File: config.mk
export PLATFORM = sky130hd
export DESIGN_NAME = vr_cdc_bus_receiver
export DESIGN_NICKNAME = d
export VERILOG_FILES = /design/src/rtl/vr_cdc_bus_receiver.sv
export SDC_FILE = /design/constraint.sdc
export NUM_CORES = 1
export LEC_CHECK = 0
export ABC_AREA = 1
export CAP_MARGIN = 10
export CORE_MARGIN = 2
export CORE_UTILIZATION = 30
export DETAILED_ROUTE_END_ITERATION = 10
export DONT_BUFFER_PORTS = 1
export PLACE_DENSITY = 0.51
export SKIP_LAST_GASP = 1
export SLEW_MARGIN = 20
export SYNTH_ARGS = -nofsm -noshare
export SYNTH_HDL_FRONTEND = slang
export SYNTH_SLANG_ARGS = --single-unit
File: constraint.sdc
create_clock -name dst_clk -period 1.4 [get_ports dst_clk]
set_input_delay 0.07 -clock dst_clk [delete_from_list [all_inputs] [get_ports dst_clk]]
set_output_delay 0.07 -clock dst_clk [all_outputs]
set_load 0.05 [all_outputs]
File: src/rtl/vr_cdc_bus_receiver.sv
// Destination end of a toggle req/ack bus crossing into dst_clk.
// Synchronizes the request, captures the held source word and returns an ack toggle on accept.
//
// state | meaning
// IDLE  | no word pending; watching the synchronized request for a new toggle
// BUSY  | captured word presented on dst_valid/dst_data until the consumer accepts it
module vr_cdc_bus_receiver #(
  parameter int WIDTH = 8,
  parameter int DEPTH = 2,
  parameter int CNT_W = 16
) (
  input  logic             dst_clk,
  input  logic             rstn,
  input  logic             src_req_tgl,
  input  logic [WIDTH-1:0] src_data,
  output logic             dst_valid,
  input  logic             dst_ready,
  output logic [WIDTH-1:0] dst_data,
  output logic             dst_ack_tgl,
  output logic             proto_err,
  output logic [CNT_W-1:0] xfer_cnt
);

  localparam logic [0:0] ST_IDLE = 1'b0;
  localparam logic [0:0] ST_BUSY = 1'b1;

  logic [DEPTH-1:0] req_s;
  logic             req_sync;
  logic             req_seen;
  logic [0:0]       state;

  always_ff @(posedge dst_clk or negedge rstn) begin
    if (!rstn) req_s <= '0;
    else       req_s <= {req_s[DEPTH-2:0], src_req_tgl};
  end

  assign req_sync = req_s[DEPTH-1];

  // src_data is only sampled on the capture edge; the source holds it until it sees our ack.
  always_ff @(posedge dst_clk or negedge rstn) begin
    if (!rstn) begin
      state       <= ST_IDLE;
      req_seen    <= 1'b0;
      dst_valid   <= 1'b0;
      dst_data    <= '0;
      dst_ack_tgl <= 1'b0;
      proto_err   <= 1'b0;
      xfer_cnt    <= '0;
    end else begin
      case (state)
        ST_IDLE: begin
          if (req_sync != req_seen) begin
            dst_data  <= src_data;
            req_seen  <= req_sync;
            dst_valid <= 1'b1;
            state     <= ST_BUSY;
          end
        end
        ST_BUSY: begin
          // an extra toggle here is flagged only; it is serviced as a fresh request back in IDLE
          if (req_sync != req_seen) proto_err <= 1'b1;
          if (dst_valid && dst_ready) begin
            dst_valid   <= 1'b0;
            dst_ack_tgl <= ~dst_ack_tgl;
            xfer_cnt    <= xfer_cnt + CNT_W'(1);
            state       <= ST_IDLE;
          end
        end
        default: state <= ST_IDLE;
      endcase
    end
  end

endmodule

==> out/qor.csv, run 1 <==
metric,value,unit
antenna_found_initial,0,
crit_type,reg -> reg,
maxCapViolCount,0,
setup_viol,0,
async_reset_ff_frac,1.00,
status,"finished, final reports clean",
grt_overflow,0,
row_count,24,
slew_headroom,0.670,
critPathMaxStageDelay,480,ps
cp-start-kind,flop,
hold_class,in -> reg,
drive_above_1_share,0.262,
syn-instance-count,153,
yosysWarnings,0,
place_congestion,0.832,
p_leak,0.914,nW
peakVddDrop,1230,uV
grt_pass1_vias,1148,
multi_input_area,559,sq um
ys_seq_area_frac,0.560,
grt_setup_unrepaired,true,
fill_cells,423,
worst_hold_startpoint,dst_ready,
n_antenna_cell,0,
worst-r2r-setup-slack,100,ps
wirelength,2890,um
crit_slowest_cell,dfrtp_1,
hold_viol,0,
crit_top_cell,nand3_1,
finish.utilization,0.421,
min_period,1300,ps
ff_latch_area,787,sq um
io_buffers,0,
worst_pin_slew,496,ps
ff2ff_path_depth,7,
dp.cells,224,
routedWlPerCell,11.9,um
hold_ws,37.1,ps
period_share,0.928,
dieArea,5180,sq um
clock_sinks,31,
yosysTopAreaCellShare,0.560,
netlist_area,1390,sq um
fmax,770,MHz
viasPerCell,4.48,
finalMaxSlewViolations,0,
numCtsBuffers,5,
placed_area,1620,sq um
crit_end,xfer_cnt[15]$_DFFE_PN0P_,
regToRegStartpoint,state$_DFF_PN0_,
drc_errors,0,
coreArea,4410,sq um
clkLatencyLatePin,280,ps
postSynthAreaPerCell,9.05,sq um
grt_pass1_wl,4960,um
crit_fanout,6,
post-dp-hpwl,2090,um
grt_usage,0.123,
grt_max_degree,32,
synth_seq_cells,31,
yosysUniqueCellTypes,19,
drt_iter0_drc,42,
die_x,71.9,um
firstDrtPassIters,4,
cts.path.max_buffers,2,
clock_skew,5.19,ps
r2r_end,xfer_cnt[15]$_DFFE_PN0P_,
final_cells,243,
synth_edf_count,0,
nets,203,
cp.arrival,1480,ps
endpoint_kind,flop,
cts.clk_slew.worst_paths,70,ps
fin_area,1860,sq um
critPathRequiredTime,1580,ps
setup.worst_path.start,state$_DFF_PN0_,
cts_setup_buffers,0,
cts_tree,yes,
cts_root_buffer,clkbuf_8,
crit_chain,inv_2 > nor2_8 > nand3_1 > nor2_2 > nand3_1 > nand2_1 > inv_1,
synth_flop_cell,dfrtp_1,
synth_nets,166,
route.vias.total,1088,
start_util,0.314,
antenna_left,0,
die_h,71.9,um
synthTopCellsByArea,"dfrtp_1 56%, nand2_1 16%, xnor2_1 5.7%, inv_1 4.3%, nand3_1 3.6%",
power.density,2010,nW/um^2
htreeDepth,2,
yosys.area.top_type,dfrtp_1,
setup_tns,0,ps
synthToLayoutAreaGrowth,34.2,%
ios,39,
==> report_power, final <==
group	total (mW)	switching [mW]	internal (mW)
logic	1.08	0.723	0.354
registers	1.76	0.622	1.14
clock network	0.900	0.325	0.575
total	3.74	1.67	2.07
==> Yosys cell counts (2+ instances only) <==
cell     instances
xnor2_1          9
nand2_2          2
xor2_1           3
nor2_1           7
inv_2            2
inv_1           16
nand2_1         58
nor2_4           2
nand3_1         10
dfrtp_1         31
nor3_1           2
nor2_2           4
==> cells by family after synthesis <==
group	count (synthesis)	synth area share
AOI/OAI and AO/OA	4	0.0163
xor gates and xnor gates	12	0.0759
adders and majority gates	1	0.00903
buffers and inverters	18	0.0488
DFF	31	0.560
and+or+nand+nor	87	0.290
==> cells in the final DEF (no fill, tap or decap), types with 2 or more instances in the layout <==
| master | n |
|---|---|
| buf_4 | 19 |
| clkbuf_8 | 6 |
| dfrtp_1 | 22 |
| dfrtp_2 | 9 |
| dlygate4sd3_1 | 10 |
| inv_1 | 16 |
| inv_2 | 2 |
| nand2_1 | 58 |
| nand2_2 | 2 |
| nand3_1 | 10 |
| nor2_1 | 7 |
| nor2_2 | 3 |
| nor2_4 | 3 |
| nor3_1 | 2 |
| o21ai_1 | 2 |
| xnor2_1 | 9 |
| xor2_1 | 3 |
==> how the worst min path moves through the flow <==
stage | to | slack [ps] | cells past startpoint
final | xfer_cnt[0]$_DFFE_PN0P_ | 40 | 2
after global routing | xfer_cnt[0]$_DFFE_PN0P_ | 40 | 2
after CTS | dst_ack_tgl$_DFFE_PN0P_ | 40 | 2
after detailed placement | xfer_cnt[5]$_DFFE_PN0P_ | -220 | 0
after global placement | xfer_cnt[4]$_DFFE_PN0P_ | -220 | 0
after floorplan | dst_ack_tgl$_DFFE_PN0P_ | -230 | 0
==> registers in the layout, summed over array words and instances, names as in the netlist <==
name and cells:
proto_err 1, dst_ack_tgl 1, req_seen 1, req_s 2
xfer_cnt 16, state 1, dst_valid 1, dst_data 8
==> critical path: cells and delay by family (launching register included) <==
family	cells	cell delay, ps
buf+inv	2	160
flops	1	480
simple gates	5	570
==> cell type report <==
cell class	instances	area share
timing repair buffer	30	0.141
clock inverter	2	0.0188
multi-input combinational	104	0.301
clock buffer	6	0.0444
tap	52	0.0350
sequential	31	0.423
inverter	18	0.0363
==> per-stage QoR <==
stage,power (mW),setup WS [ps]
after floorplan,2.51,-16.6
after global placement,2.78,103
after detailed placement,2.82,89.3
after CTS,3.78,71.8
after global routing,3.96,-32.2
final,3.74,101
==> routing by layer <==
| layer | part of all wire | track usage |
|---|---|---|
| met5 | 0 | 0 |
| met4 | 0.0076 | 0.0335 |
| met3 | 0.072 | 0.0444 |
| met2 | 0.48 | 0.210 |
| met1 | 0.44 | 0.146 |
==> what timing repair did <==
action                                  4_1_cts  5_1_grt
endpoints found under the setup margin        0        9
hold buffers                                 11        0
endpoints found under the hold margin        40        0
resized for setup                             0        2
Note: power is estimated with default switching activity, not from simulation.
==> inputs of run 2 (changes only) <==
Settings changed: CORE_MARGIN 2 to 5.
==> out/qor.csv, run 2 (synthesis results as in run 1) <==
metric,value,unit
place_congestion,0.698,
row_count,24,
pwr-share-clk,0.209,
setup_viol,0,
internal_power,1.97,mW
mostFrequentLayoutCell,nand2_1,
grt_usage,0.110,
finalMaxSlewViolations,0,
cts.path.max_buffers,2,
dieArea,6080,sq um
coreArea,4410,sq um
routedWlPerCell,12.5,um
dp.cells,224,
die_h,77.9,um
fill_cells,438,
grt_pass1_wl,5370,um
crit_fanout,3,
pwr-share-seq,0.487,
wirelength,3070,um
p_leak,0.914,nW
multi_input_area,564,sq um
start_util,0.314,
cp-start-kind,flop,
cts.clk_slew.worst_paths,70,ps
maxCapViolCount,0,
antenna_left,0,
route.vias.total,1087,
period_share,0.907,
worst_pin_slew,501,ps
synthToLayoutAreaGrowth,34.5,%
clock_sinks,31,
crit_type,reg -> reg,
drc_errors,0,
critPathRequiredTime,1560,ps
cts_tree,yes,
power.density,1960,nW/um^2
hold_viol,0,
ios,39,
grt_pass1_vias,1206,
ff_latch_area,788,sq um
comb_power_share,0.304,
slew_headroom,0.666,
endpoint_kind,flop,
htreeDepth,2,
setup_tns,0,ps
p_switching,1.67,mW
fmax,787,MHz
clkLatencyLatePin,270,ps
totalPowerFinal,3.64,mW
post-dp-hpwl,2180,um
cts_root_buffer,clkbuf_8,
grt_overflow,0,
n_antenna_cell,0,
final_cell_mix,"58 x nand2_1, 21 x dfrtp_1, 21 x buf_4",
cp.arrival,1430,ps
min_period,1270,ps
hold_class,in -> reg,
status,"finished, final reports clean",
final_cells,245,
grt_max_degree,32,
largest_reg_flops,16,
firstDrtPassIters,4,
viasPerCell,4.44,
die_x,77.9,um
clock_skew,4.29,ps
numCtsBuffers,5,
io_buffers,0,
switching_share,0.459,
nets,205,
top_register,xfer_cnt,
antenna_found_initial,0,
reg.largest.list,"xfer_cnt x16, dst_data x8, req_s x2",
grt_setup_unrepaired,false,
drt_iter0_drc,49,
drive_above_1_share,0.275,
peakVddDrop,1360,uV
==> run 2: cell count changes in the layout (fill, tap and decap cells not counted), sizes merged <==
cell    change
buf         +2
clkbuf      +2
bufinv      -1
clkinv      -1
==> run 2: power by group through the flow <==
stage	registers (mW)	clock network, mW	logic, mW
after detailed placement	1.79	0	1.02
after global routing	1.81	0.837	1.22
final	1.77	0.763	1.11
after CTS	1.77	0.792	1.07
after global placement	1.79	0	1.00
after floorplan	2.07	0	0.441
==> run 2: critical path: stages (launching register included) <==
cell and delay [ps]:
dfrtp_2 400, ha_4 150, nand3_2 100, nor2_1 110
nand3_1 140, o21ai_0 180, nand2_1 60
==> run 2: cell type report <==
class                           instances  area share
Clock buffer                            8      0.0537
Multi-Input combinational cell        104       0.303
Tap cell                               52      0.0349
Inverter                               18      0.0363
Sequential cell                        31       0.423
Timing Repair Buffer                   32       0.149
==> run 2: repair_timing <==
action	4_1_cts	5_1_grt
endpoints found under the hold margin	40	0
hold buffers	11	0
setup endpoints to repair	0	10
buffers inserted	0	2
resized for setup	0	3
==> run 2: per-stage QoR <==
stage / util / setup slack [ps] / hold slack [ps] / area, sq um
floorplan: - / -16.6 / -226 / 1410
global placement: 0.366 / 105 / -225 / 1620
detailed placement: 0.366 / 82.5 / -225 / 1620
CTS: 0.416 / 65.4 / 42.5 / 1840
global route: 0.422 / 18.7 / 47.1 / 1860
finish: 0.422 / 130 / 46.3 / 1860
==> run 2: path summary, 6_finish.rpt <==
kind / to / cells past startpoint / slack (ps) / startpoint
setup / recovery: xfer_cnt[14]$_DFFE_PN0P_ / 6 / 130 / xfer_cnt[0]$_DFFE_PN0P_
min in group asynchronous: xfer_cnt[6]$_DFFE_PN0P_ / 2 / 230 / rstn
hold / removal: xfer_cnt[0]$_DFFE_PN0P_ / 2 / 50 / dst_ready
hold reg to reg: req_s[1]$_DFF_PN0_ / 0 / 350 / req_s[0]$_DFF_PN0_
setup reg to reg: xfer_cnt[14]$_DFFE_PN0P_ / 6 / 130 / xfer_cnt[0]$_DFFE_PN0P_
max in group asynchronous: dst_valid$_DFFE_PN0P_ / 2 / 980 / rstn
==> run 2: metal layers <==
| layer | GRT usage | wire length (um) | vias up | part of all wire |
|---|---|---|---|---|
| met2 | 0.183 | 1510 | 34 | 0.49 |
| met5 | 0 | 0 | - | 0 |
| li1 | - | - | 542 | - |
| met3 | 0.0521 | 263 | 4 | 0.086 |
| met1 | 0.129 | 1270 | 507 | 0.41 |
| met4 | 0.0253 | 23 | 0 | 0.0075 |
==> inputs of run 3 (changes only) <==
Settings changed: CORE_ASPECT_RATIO from default to 1.25.
==> out/qor.csv, run 3 (synthesis results as in run 1) <==
metric,value,unit
status,"finished, final reports clean",
endpoint_kind,flop,
cp.arrival,1420,ps
worst-path-buf-inv,2,
die_x,70.8,um
row_count,27,
viasPerCell,4.26,
maxCapViolCount,0,
hold_viol,0,
antenna_found_initial,0,
cp.depth,7,
routedWlPerCell,12.2,um
ios,39,
clkLatencyLatePin,280,ps
coreArea,4430,sq um
drc_errors,0,
route.vias.total,1069,
cp-start-kind,flop,
grt_setup_unrepaired,false,
n_antenna_cell,0,
crit_fanout,6,
peakVddDrop,1130,uV
firstDrtPassIters,4,
largest_reg_flops,16,
grt_pass1_vias,1217,
ff_latch_area,787,sq um
htreeDepth,2,
crit_type,reg -> reg,
critPathMaxStageDelay,460,ps
clock_sinks,31,
slew_headroom,0.677,
top_register,xfer_cnt,
ff2ff_path_depth,7,
fin_area,1860,sq um
power.density,1900,nW/um^2
wirelength,3060,um
grt_overflow,0,
dieArea,6080,sq um
start_util,0.313,
pre_cts_ws,99.1,ps
cts.path.max_buffers,2,
reg.largest.list,"xfer_cnt x16, dst_data x8, req_s x2",
crit_slowest_cell,dfrtp_1,
grt_pass1_wl,5400,um
critPathRequiredTime,1580,ps
grt_max_degree,32,
place_congestion,0.807,
p_leak,0.902,nW
drt_iter0_drc,39,
placed_area,1640,sq um
nets,205,
crit_chain,inv_2 > nor2_8 > nand2_2 > nor2_4 > nand3_1 > nand2_1 > inv_1,
min_period,1240,ps
multi_input_area,564,sq um
period_share,0.889,
hold_depth,4,
antenna_left,0,
grt_usage,0.112,
fill_cells,447,
drive_above_1_share,0.280,
worst_pin_slew,484,ps
synthToLayoutAreaGrowth,34.1,%
finalMaxSlewViolations,0,
totalPowerFinal,3.54,mW
cts_tree,yes,
die_h,86.0,um
worst_slack,156,ps
final_cell_mix,"58 x nand2_1, 22 x dfrtp_1, 21 x buf_4",
cts_root_buffer,clkbuf_8,
setup_viol,0,
hold_class,in -> reg,
io_buffers,0,
cts.clk_slew.worst_paths,70,ps
clock_skew,6.52,ps
mostFrequentLayoutCell,nand2_1,
post-dp-hpwl,2290,um
numCtsBuffers,5,
fmax,804,MHz
critPathTopFamily,simple AND/OR/NAND/NOR gates,
[run 3: repair_timing]
item,CTS,global route
buffers inserted,0,0
resized for setup,0,2
endpoints found under the hold margin,40,0
hold buffers,11,0
endpoints found under the setup margin,0,2
[run 3: path summary, 6_finish.rpt]
kind	from	slack, ps	endpoint
max	state$_DFF_PN0_	160	xfer_cnt[13]$_DFFE_PN0P_
min	dst_ready	90	xfer_cnt[5]$_DFFE_PN0P_
min in group asynchronous	rstn	230	dst_ack_tgl$_DFFE_PN0P_
max in group asynchronous	rstn	990	xfer_cnt[2]$_DFFE_PN0P_
min reg2reg	req_s[0]$_DFF_PN0_	350	req_s[1]$_DFF_PN0_
max reg2reg	state$_DFF_PN0_	160	xfer_cnt[13]$_DFFE_PN0P_
[run 3: power breakdown]
part	switching [mW]	total [mW]	internal, mW
Combinational	0.720	1.10	0.376
Sequential	0.619	1.76	1.14
Clock	0.337	0.682	0.345
Total	1.68	3.54	1.86
[run 3: through the flow]
step	std cells	TNS (ps)	hold WS, ps	utilization
floorplan	153	-16.6	-226	-
CTS	251	0	91.1	0.418
global placement	232	0	-225	0.370
detailed placement	232	0	-224	0.370
global route	251	0	98.3	0.420
finish	251	0	92.0	0.420
[run 3: worst reg2reg max path, cell delays in order, from the launching register on]
cell	delay (ps)
dfrtp_1	460
inv_2	110
nor2_8	160
nand2_2	80
nor2_4	140
nand3_1	90
nand2_1	70
inv_1	30
[run 3: per-layer routing]
metal | vias up | GRT usage | part of all wire
met2 | 37 | 0.201 | 0.52
met1 | 489 | 0.106 | 0.37
met3 | 2 | 0.0551 | 0.10
met4 | 0 | 0.0513 | 0.0088
li1 | 541 | - | -
met5 | - | 0 | 0
[run 3: area by class of cell]
type                    count  share of cell area
well taps                  58              0.0391
clock buffers               5              0.0370
repair buffers             32               0.149
clock inverters             3              0.0108
multi-input cells         104               0.304
inverters                  18              0.0364
flip-flops and latches     31               0.424
